[src/rtl/tdc_interval_builder.sv]
// Merges the start/stop fine bins with a coarse cycle count into one interval in delay bins,
// emitting one qualified result per start/stop pair.
module tdc_interval_builder #(
    parameter int BITS_DECO    = 8,
    parameter int COARSE_BITS  = 16,
    parameter int BINS_PER_CLK = 200,
    localparam int RES_BITS    = COARSE_BITS + BITS_DECO + 1
) (
    input  logic                wClk,
    input  logic                wRst,
    input  logic                wStartHit,
    input  logic [BITS_DECO-1:0] wStartBin,
    input  logic                wStopHit,
    input  logic [BITS_DECO-1:0] wStopBin,
    output logic [RES_BITS-1:0] wIntervalOut,
    output logic                wValidOut,
    input  logic                wReadyIn,
    output logic                wTimeoutOut,
    output logic                wErrOut,
    output logic                wBusyOut,
    output logic [7:0]          wDropCntOut,
    output logic [1:0]          state_dbg
);

    // Handshake: a result transfers on any rising edge where wValidOut & wReadyIn;
    // wValidOut, wIntervalOut and the flags do not change until that transfer.

    typedef enum logic [1:0] {IDLE = 2'd0, ARMED = 2'd1, CALC = 2'd2, HOLD = 2'd3} state_t;

    localparam logic [COARSE_BITS-1:0] CNT_LAST = {{(COARSE_BITS-1){1'b1}}, 1'b0};

    state_t                 state;
    logic [COARSE_BITS-1:0] cnt;
    logic [BITS_DECO-1:0]   start_bin;
    logic [BITS_DECO-1:0]   stop_bin;
    logic                   timeout;
    logic [RES_BITS-1:0]    result;
    logic                   result_err;
    logic                   result_to;

    logic [RES_BITS-1:0]    coarse_bins;
    logic [RES_BITS-1:0]    interval;
    logic                   calc_err;
    logic [1:0]             drops;
    logic [8:0]             drop_sum;

    assign state_dbg = state;
    assign wBusyOut  = (state != IDLE);

    // Interval is formed two's complement at RES_BITS; the top bit flags a negative result.
    always_comb begin
        coarse_bins = RES_BITS'(cnt) * RES_BITS'(BINS_PER_CLK);
        interval    = coarse_bins + RES_BITS'(start_bin) - RES_BITS'(stop_bin);
        calc_err    = (stop_bin == '0) || interval[RES_BITS-1];
    end

    // Every hit the FSM does not consume counts as one drop.
    always_comb begin
        drops = 2'd0;
        case (state)
            IDLE:    if (!(wStartHit && wStartBin != '0))
                         drops = {1'b0, wStartHit} + {1'b0, wStopHit};
            ARMED:   drops = {1'b0, wStartHit};
            default: drops = {1'b0, wStartHit} + {1'b0, wStopHit};
        endcase
        drop_sum = {1'b0, wDropCntOut} + {7'd0, drops};
    end

    always_ff @(posedge wClk) begin
        if (wRst) begin
            state        <= IDLE;
            cnt          <= '0;
            start_bin    <= '0;
            stop_bin     <= '0;
            timeout      <= 1'b0;
            result       <= '0;
            result_err   <= 1'b0;
            result_to    <= 1'b0;
            wIntervalOut <= '0;
            wValidOut    <= 1'b0;
            wTimeoutOut  <= 1'b0;
            wErrOut      <= 1'b0;
            wDropCntOut  <= '0;
        end else begin
            wDropCntOut <= drop_sum[8] ? 8'hFF : drop_sum[7:0];
            case (state)
                IDLE: begin
                    if (wStartHit && wStartBin != '0) begin
                        start_bin <= wStartBin;
                        cnt       <= '0;
                        timeout   <= 1'b0;
                        if (wStopHit) begin
                            stop_bin <= wStopBin;
                            state    <= CALC;
                        end else begin
                            stop_bin <= '0;
                            state    <= ARMED;
                        end
                    end
                end
                ARMED: begin
                    // cnt+1 is the number of whole clocks elapsed at this edge.
                    cnt <= cnt + 1'b1;
                    if (wStopHit) begin
                        stop_bin <= wStopBin;
                        state    <= CALC;
                    end else if (cnt == CNT_LAST) begin
                        timeout <= 1'b1;
                        state   <= CALC;
                    end
                end
                CALC: begin
                    result_to  <= timeout;
                    result_err <= !timeout && calc_err;
                    if (timeout)
                        result <= '1;
                    else if (calc_err)
                        result <= '0;
                    else
                        result <= interval;
                    state <= HOLD;
                end
                HOLD: begin
                    if (!wValidOut) begin
                        wValidOut    <= 1'b1;
                        wIntervalOut <= result;
                        wTimeoutOut  <= result_to;
                        wErrOut      <= result_err;
                    end else if (wReadyIn) begin
                        wValidOut    <= 1'b0;
                        wIntervalOut <= '0;
                        wTimeoutOut  <= 1'b0;
                        wErrOut      <= 1'b0;
                        state        <= IDLE;
                    end
                end
                default: state <= IDLE;
            endcase
        end
    end

endmodule

[config.mk]
export PLATFORM = sky130hd
export DESIGN_NAME = tdc_interval_builder
export DESIGN_NICKNAME = d
export VERILOG_FILES = /design/src/rtl/tdc_interval_builder.sv
export SDC_FILE = /design/constraint.sdc
export NUM_CORES = 1
export LEC_CHECK = 0
export ABC_CLOCK_PERIOD_IN_PS = 5220
export CAP_MARGIN = 30
export CORE_ASPECT_RATIO = 2
export CORE_MARGIN = 4
export CORE_UTILIZATION = 43
export DETAILED_ROUTE_END_ITERATION = 10
export MAX_ROUTING_LAYER = met4
export PLACE_DENSITY = 0.63
export SLEW_MARGIN = 20
export SYNTH_ARGS = -nofsm -noshare
export SYNTH_HDL_FRONTEND = slang
export SYNTH_SLANG_ARGS = --single-unit
[constraint.sdc]
create_clock -name wClk -period 5.22 [get_ports wClk]
set_input_delay 0.783 -clock wClk [delete_from_list [all_inputs] [get_ports wClk]]
set_output_delay 0.783 -clock wClk [all_outputs]
set_load 0.01 [all_outputs]
# Word level (Yosys, flattened, before mapping)
# Cells that the tools add are included.
[classes]
add_sub_neg = 5
mul = 1
n_eq_ne = 12
n_mux = 29
reduce_logical = 15
[op_table]
columns = ["op", "count"]
rows = [
  ["25-bit 2-to-1 mux", 4],
  ["8-bit 2-to-1 mux", 4],
  ["16-bit one-hot mux with 2 select lines", 1],
  ["24-bit by 8-bit adder with 25-bit output", 1],
  ["25-bit by 8-bit subtractor with 25-bit output", 1],
  ["16-bit by 5-bit multiplier with 21-bit output, second input constant", 1],
  ["16-bit by 1-bit adder with 16-bit output, second input constant", 1],
  ["16-bit == test, second input constant", 1],
  ["16-bit 2-to-1 mux", 1],
  ["8-bit one-hot mux with 2 select lines", 1],
  ["2-bit 2-to-1 mux", 7],
  ["2-bit inequality test, second input constant", 6],
  ["8-bit by 2-bit adder with 9-bit output", 1],
  ["8-bit zero test", 1],
  ["1-bit 2-to-1 mux", 8],
  ["2-bit one-hot mux with 4 select lines", 1],
  ["4-bit AND reduction", 2],
  ["8-bit nonzero test", 1],
  ["2-bit AND reduction", 3],
  ["2-bit == test, second input constant", 2],
  ["2-bit one-hot mux with 2 select lines", 1],
  ["2-bit nonzero test", 2],
  ["3-bit inequality test, second input constant", 1],
  ["3-bit AND reduction", 1],
  ["8 further kinds", 9],
]
[word_totals]
register_bits = 98
inputBits = 21
output_inout_bits = 39
wordCells = 75

# Depth between registers and ports, before layout
# Gate-level depths: netlist (run 1).
[depth]
depth_word = 6
ltp_mapped = 25
mapped_depth_nobuf = 24

# Least setup slack after synthesis (run 1)
# OpenSTA, ideal clock, no wires.
[synth_path]
path_type = "flip-flop to flip-flop"
start = "register cnt[4]"
end = "register result[2]"
setup_ns = 0.137
arrival_time_ns = 5.204
t_required_ns = 5.083
setup_slack_ns = -0.121
path_stages_with_launch = 25
path_buffers = 1
period_less_slack_ns = 5.341
path_cell_list = "dfxtp_1 > ha_1 > ha_1 > inv_1 > fa_1 > inv_1 > ha_1 > and4_4 > or2_1 > a21o_1 > a21o_1 > xor2_1 > inv_1 > ha_1 > o21a_1 > o21a_1 > o211ai_1 > o21ai_0 > maj3_2 > and4b_1 > or2_4 > a21oi_4 > mux2i_1 > buf_2 > o22ai_2"
[synth_between]
elab_chain_cells = 6
[synth_lines]
columns = ["element", "line", "text"]
rows = [
  ["start: declaration", "33", "logic [COARSE_BITS-1:0] cnt;"],
  ["start signal: assignment", "103", "cnt <= cnt + 1'b1;"],
  ["16-bit by 5-bit multiplier with 21-bit output", "52", "coarse_bins = RES_BITS'(cnt) * RES_BITS'(BINS_PER_CLK);"],
  ["24-bit by 8-bit adder with 25-bit output", "53", "interval = coarse_bins + RES_BITS'(start_bin) - RES_BITS'(stop_bin);"],
  ["25-bit by 8-bit subtractor with 25-bit output", "53", ""],
  ["1-bit logical OR", "54", "calc_err = (stop_bin == '0) || interval[RES_BITS-1];"],
  ["25-bit 2-to-1 mux", "117", "else if (calc_err)"],
  ["25-bit 2-to-1 mux", "115", "if (timeout)"],
  ["end signal: assignment", "120", "result <= interval;"],
  ["end: declaration", "37", "logic [RES_BITS-1:0] result;"],
]
# Every way passes these cells.
# A chain may end at the register's enable or synchronous reset.

# Final worst setup path (run 1)
[layout_path]
start = "register cnt[3]"
end = "register result[1]"
# Same word-level chain as after synthesis.

==> out/results.ini, run 1 <==
[outcome]
status=complete, but fails checks
failed_checks=negative setup slack

[sta]
setup_viol=13
fin_ws_ns=-0.0452
slew_violations=0
fin_crit_sh_pct=101
fin_skew_ns=0.00931
timing.fmax_mhz=190
min_period_ns=5.27
slew_headroom_pct=44.5
worstMarginPinSlew_ns=0.833
hold_viol=0
grt_setup_unrepaired=true

[detailed_routing]
met2_length_microns=9070
drcViolationCount=0
route.vias.total=5828
ant_nets=0
met3WireLength_microns=300
first_iter_violations=194
first_pass_iters=4
wl_per_cell_microns=14.5
routed_wl_microns=16100
via_per_inst=5.26
drt-met1-wl_microns=6310
top_layer_used=met4

[logic_synthesis]
synth_edf_count=0
yosys_warnings=0
synth.area.top_cells=dfxtp_1 (28%), ha_1 (15%), inv_1 (5.4%), fa_1 (5.2%), a21oi_1 (5.1%)
ys_types=68
synth-seq-cells=98
syn_nets=941
syn_area_sq_mm=0.00692
synth_top_area_share_pct=28.4
synth_largest_area_cell=dfxtp_1
yosysSeqAreaShare_pct=28.4
syn_inst=818
synthFlopType=dfxtp_1
syn_avg_cell_area_sq_um=8.46
synth.most_common_cell=inv_1
synth_common_cells=inv_1 (100), dfxtp_1 (98), nor2_1 (86)
async_reset_ff_share_pct=0

[layout]
multi_input_area_sq_mm=0.00468
areaGrowthSynthToFinish_pct=24.2
seq_area_sq_mm=0.00197
fillers=1477
finalNonFillerCells=1108
drive_gt1_share_pct=13.8
final_nets=1025
num_antenna_cells=0

[critical_path]
cp_max_fo=5
cp-end-kind=flop
crit_family=adder cells
cp.required_ns=5.43
cp_cell_sequence=ha_2, ha_4, fa_1, ha_1, and4_4, or2_1, a21o_1, a21o_1, xor2_2, inv_2, ha_4, o21a_1, o21a_1, o22ai_1, o21ai_1, maj3_2, and4b_1, or2_4, a21oi_4, mux2i_4, clkbuf_16, o22ai_2
path_class=reg -> reg
start_kind=flop
cp.depth=22
crit_path_end=result[1]$_SDFFE_PP0P_
critPathBufInv=2
arrival_ns=5.48
rr_worst_depth=22
timing.rr.start=cnt[3]$_SDFFE_PP0P_
r2r_slack_ns=-0.05
crit_path_start=cnt[3]$_SDFFE_PP0P_
cpMaxStageDelayCell=mux2i_4
reg2reg_to=result[1]$_SDFFE_PP0P_
worst_path_largest_cell_delay_ns=0.42

[die]
rows=65
core_area_sq_mm=0.0158
die-area_sq_mm=0.0183
die_w_microns=97.7
die_h_microns=187
pin_count=60
initial_core_util_pct=43.8

[grt]
antenna_found_initial=0
grt_usage_pct=18.4
grt_overflow_total=0
grt_pass1_wl_microns=27300
grt_max_degree=58
grt_pass1_vias=5884

[flow_run]
maxCapViolCount=0

[power]
p_int_w=0.00192
irDropWorstVdd_mv=0.154
p_clk_share_pct=24.2
leakagePower_nw=3.78
swShare_pct=36.9
power_frac_comb_pct=46.6
finalPower_w=0.00304
pwr-share-seq_pct=29.2
p_sw_w=0.00112
power-per-cell-area_mw_per_mm2=354

[min_path]
hold_path_class=reg -> reg
hold_path_startpoint=start_bin[3]$_SDFFE_PP0P_

[clocking]
cts_buffers=9
h-tree-depth=3
cts-hold-fix-buffers=0
clkLatencyLatePin_ns=0.36
cts-root-buf=clkbuf_16
clk_path_buf_depth=2
path_clk_slew_ns=0.06
cts_tree=built
cts_num_sinks=98

[placement]
dp.cells=1088
dpl.hpwl_microns=12600
dp_slack_ns=-0.121
globalplace.congestion=0.843
portBuffers=59

==> power by group through the flow <==
| stage | combinational, W | sequential (W) | clock (W) |
|---|---|---|---|
| after detailed placement | 0.00138 | 0.000907 | 0 |
| after global routing | 0.00159 | 0.000899 | 0.000779 |
| after floorplan | 0.00101 | 0.000897 | 0 |
| after CTS | 0.00139 | 0.000890 | 0.000752 |
| after global placement | 0.00137 | 0.000906 | 0 |
| final | 0.00142 | 0.000889 | 0.000736 |
==> what timing repair did <==
action / 4_1_cts / 5_1_grt
buffers inserted: 0 / 1
resized for setup: 7 / 34
cloned: 0 / 3
pin swaps: 0 / 28
setup endpoints to repair: 21 / 25
==> cells in the final DEF, fill, tap and decap left out, types with 4 or more instances in the layout <==
master,n
o21a_1,8
a22oi_1,35
dfxtp_1,94
buf_4,39
fa_1,18
and3_1,5
nor3_1,4
nor4_1,7
inv_1,94
nor2_1,85
inv_2,6
nand2_1,38
clkdlybuf4s50_1,58
xor2_1,17
ha_1,72
ha_4,10
or3_1,5
o21ai_1,4
clkbuf_16,11
a21o_1,17
a211oi_2,5
nand2b_1,6
xnor2_1,28
o22ai_1,10
nand3_1,25
a211oi_1,11
o211ai_1,5
a21oi_1,69
o21ai_0,16
o22ai_2,11
nor2b_1,5
==> logic make-up (layout without fill, tap and decap cells) <==
group	count (synthesis)	after routing	synth area share, %
adders and majority gates	105	105	20.9
AOI/OAI and AO/OA	220	220	21.7
xor gates and xnor gates	49	49	6.40
and+or+nand+nor	209	209	14.6
muxes	5	5	0.742
DFF	98	98	28.4
buffers and inverters	132	221	7.31
==> cell type report <==
cell class	count	share of cell area (%)
Multi-Input combinational cell	588	54.5
Sequential cell	98	22.9
Tap cell	201	2.93
Timing Repair Buffer	104	11.4
Inverter	101	4.41
Clock buffer	10	2.78
Clock inverter	6	1.03
==> routing by layer <==
layer	up-vias	GRT usage (%)
li1	3011	-
met2	59	35.0
met4	0	6.35
met1	2731	19.1
met3	27	2.31
met5	-	-
==> how the worst min path moves through the flow <==
stage,depth (start not counted),slack (ns),to
global route,2,0.48,start_bin[2]$_SDFFE_PP0P_
floorplan,2,0.44,start_bin[0]$_SDFFE_PP0P_
detailed placement,2,0.45,start_bin[4]$_SDFFE_PP0P_
global placement,2,0.45,start_bin[0]$_SDFFE_PP0P_
finish,2,0.46,start_bin[3]$_SDFFE_PP0P_
CTS,2,0.46,start_bin[4]$_SDFFE_PP0P_
==> tightest hold or removal path: stages (launching register included) <==
cell and delay (ns):
dfxtp_1 0.31, nand2_1 0.05, a21oi_1 0.05
==> state kept, by name, summed over array words and instances (netlist names) <==
name and flops:
wErrOut 1, cnt 16, timeout 1, result 25, stop_bin 8, wDropCntOut 8
wTimeoutOut 1, start_bin 8, result_err 1, state_dbg 2, result_to 1, wValidOut 1
wIntervalOut 25
==> per-stage QoR <==
| step | area, sq um | hold slack, ns | utilization (%) | setup TNS [ns] |
|---|---|---|---|---|
| after floorplan | 6950 | 0.436 | - | 0 |
| after global placement | 7970 | 0.448 | 50.5 | -0.00292 |
| after detailed placement | 7990 | 0.451 | 50.6 | -2.02 |
| after CTS | 8360 | 0.460 | 53.0 | -0.841 |
| after global routing | 8590 | 0.482 | 54.5 | -5.65 |
| final | 8590 | 0.459 | 54.5 | -0.354 |
Power figures use the tool's default switching activity.
==> inputs of run 2 (changes only) <==
--- a/config.mk
+++ b/config.mk
@@ -5,14 +5,14 @@
 export SDC_FILE = /design/constraint.sdc
 export NUM_CORES = 1
 export LEC_CHECK = 0
-export ABC_CLOCK_PERIOD_IN_PS = 5220
+export ABC_CLOCK_PERIOD_IN_PS = 5800
 export CAP_MARGIN = 30
 export CORE_ASPECT_RATIO = 2
 export CORE_MARGIN = 4
 export CORE_UTILIZATION = 43
 export DETAILED_ROUTE_END_ITERATION = 10
 export MAX_ROUTING_LAYER = met4
-export PLACE_DENSITY = 0.63
+export PLACE_DENSITY = 0.6
 export SLEW_MARGIN = 20
 export SYNTH_ARGS = -nofsm -noshare
 export SYNTH_HDL_FRONTEND = slang
==> constraint.sdc (replaced) <==
create_clock -name wClk -period 5.8 [get_ports wClk]
set_input_delay 0.87 -clock wClk [delete_from_list [all_inputs] [get_ports wClk]]
set_output_delay 0.87 -clock wClk [all_outputs]
set_load 0.01 [all_outputs]
==> out/results.ini, run 2 (synthesis results as in run 1) <==
[critical_path]
cp_cell_sequence=ha_1, ha_1, inv_1, fa_1, inv_1, ha_1, o211a_1, o21a_1, o21ai_0, o311a_1, inv_1, ha_1, a211o_1, o22ai_1, o21ai_1, maj3_2, and4b_1, or2_4, a21oi_4, mux2i_4, buf_12, clkbuf_16, o22ai_2
critPathBufInv=5
timing.rr.start=cnt[3]$_SDFFE_PP0P_
cpMaxStageDelayCell=fa_1
cp.required_ns=6.00
worst_path_largest_cell_delay_ns=0.49
cp_max_fo=5
r2r_slack_ns=0.24
arrival_ns=5.77
crit_path_frequent_cell=ha_1
cp.depth=23
path_class=reg -> reg
crit_family=adder cells
reg2reg_to=result[12]$_SDFFE_PP0P_
start_kind=flop
rr_worst_depth=23
cp-end-kind=flop

[detailed_routing]
first_pass_iters=4
first_iter_violations=174
drcViolationCount=0
via_per_inst=5.43
route.vias.total=5833
routed_wl_microns=16300
ant_nets=0
wl_per_cell_microns=15.2

[layout]
areaGrowthSynthToFinish_pct=17.6
top_regs=result (25), wIntervalOut (25), cnt (16)
seq_area_sq_mm=0.00197
final_common_cell=inv_1
final_cell_area_sq_mm=0.00814
drive_gt1_share_pct=7.32
multi_input_area_sq_mm=0.00451
final_nets=992
num_antenna_cells=0
final_cell_mix=inv_1 (100), dfxtp_1 (95), nor2_1 (86)
fillers=1561

[clocking]
h-tree-depth=3
clk_path_buf_depth=2
clkLatencyLatePin_ns=0.35
cts-root-buf=clkbuf_16
cts_tree=built
cts_buffers=9
path_clk_slew_ns=0.07
cts_num_sinks=98

[sta]
final.setup.tns_ns=0
fin_crit_sh_pct=95.9
min_period_ns=5.56
setup_viol=0
slew_headroom_pct=40.3
fin_skew_ns=0.00609
grt_setup_unrepaired=false
timing.fmax_mhz=180
hold_viol=0
worstMarginPinSlew_ns=0.896
slew_violations=0
fin_ws_ns=0.235

[die]
initial_core_util_pct=43.8
die_h_microns=187
die_w_microns=97.7
rows=65
core_area_sq_mm=0.0158
die-area_sq_mm=0.0183
pin_count=60

[grt]
antenna_found_initial=0
grt_pass1_wl_microns=27900
grt_pass1_vias=6047
grt_max_degree=83
grt_overflow_total=0
grt_usage_pct=18.9

[flow_run]
maxCapViolCount=0

[min_path]
hold_end=start_bin[3]$_SDFFE_PP0P_
hold_path_class=reg -> reg
holdPathStages=2
hold_path_startpoint=start_bin[3]$_SDFFE_PP0P_

[placement]
dpl.hpwl_microns=12900
dpl_cell_area_sq_mm=0.00771
globalplace.congestion=0.861
portBuffers=59
dp_slack_ns=0.0762

[power]
irDropWorstVdd_mv=0.176
power-per-cell-area_mw_per_mm2=322
leakagePower_nw=3.63

[outcome]
status=finished, final reports clean

-- run 2: power by group --
group          total (W)  switching [W]  internal (W)
clock           0.000582       0.000284      0.000299
combinational    0.00123       0.000683      0.000549
sequential      0.000802      0.0000580      0.000744
-- run 2: worst max-delay path by stage --
| stage | startpoint | to | slack [ns] |
|---|---|---|---|
| finish | cnt[3]$_SDFFE_PP0P_ | result[12]$_SDFFE_PP0P_ | 0.24 |
| global route | cnt[3]$_SDFFE_PP0P_ | result[12]$_SDFFE_PP0P_ | 0.003 |
| CTS | cnt[4]$_SDFFE_PP0P_ | result[5]$_SDFFE_PP0P_ | 0.07 |
| global placement | cnt[4]$_SDFFE_PP0P_ | result[5]$_SDFFE_PP0P_ | 0.21 |
| detailed placement | cnt[4]$_SDFFE_PP0P_ | result[5]$_SDFFE_PP0P_ | 0.08 |
| floorplan | cnt[4]$_SDFFE_PP0P_ | result[2]$_SDFFE_PP0P_ | 0.46 |
-- run 2: what timing repair did --
item / in CTS / in global routing
endpoints found under the setup margin: 0 / 24
buffers inserted: 0 / 2
hold buffers: 0 / 0
gates resized for setup: 0 / 11
-- run 2: area by class of cell --
class / instances / area share, %
Clock inverter: 7 / 0.754
Sequential cell: 98 / 24.2
Inverter: 101 / 4.66
Tap cell: 201 / 3.09
Timing Repair Buffer: 71 / 9.18
Multi-Input combinational cell: 588 / 55.4
Clock buffer: 9 / 2.77
-- run 2: per-stage QoR --
stage               hold slack [ns]  total power (W)  util [%]  cells
floorplan                     0.436          0.00171         -    818
global route                  0.474          0.00283      51.6   1075
detailed placement            0.448          0.00202      48.9   1054
finish                        0.457          0.00262      51.6   1075
CTS                           0.458          0.00261      50.7   1070
global placement              0.451          0.00199      48.7   1052
-- run 2: tightest hold or removal path, stage by stage (launching register included) --
cell,delay (ns)
dfxtp_1,0.31
nand2_1,0.05
a21oi_1,0.05
-- run 2: metal layers --
layer	vias to the layer above	GRT usage (%)	part of all wire [%]
li1	2939	-	-
met1	2785	19.3	38
met2	80	35.0	56
met3	29	2.35	2.4
met4	0	9.17	3.6
met5	-	-	0
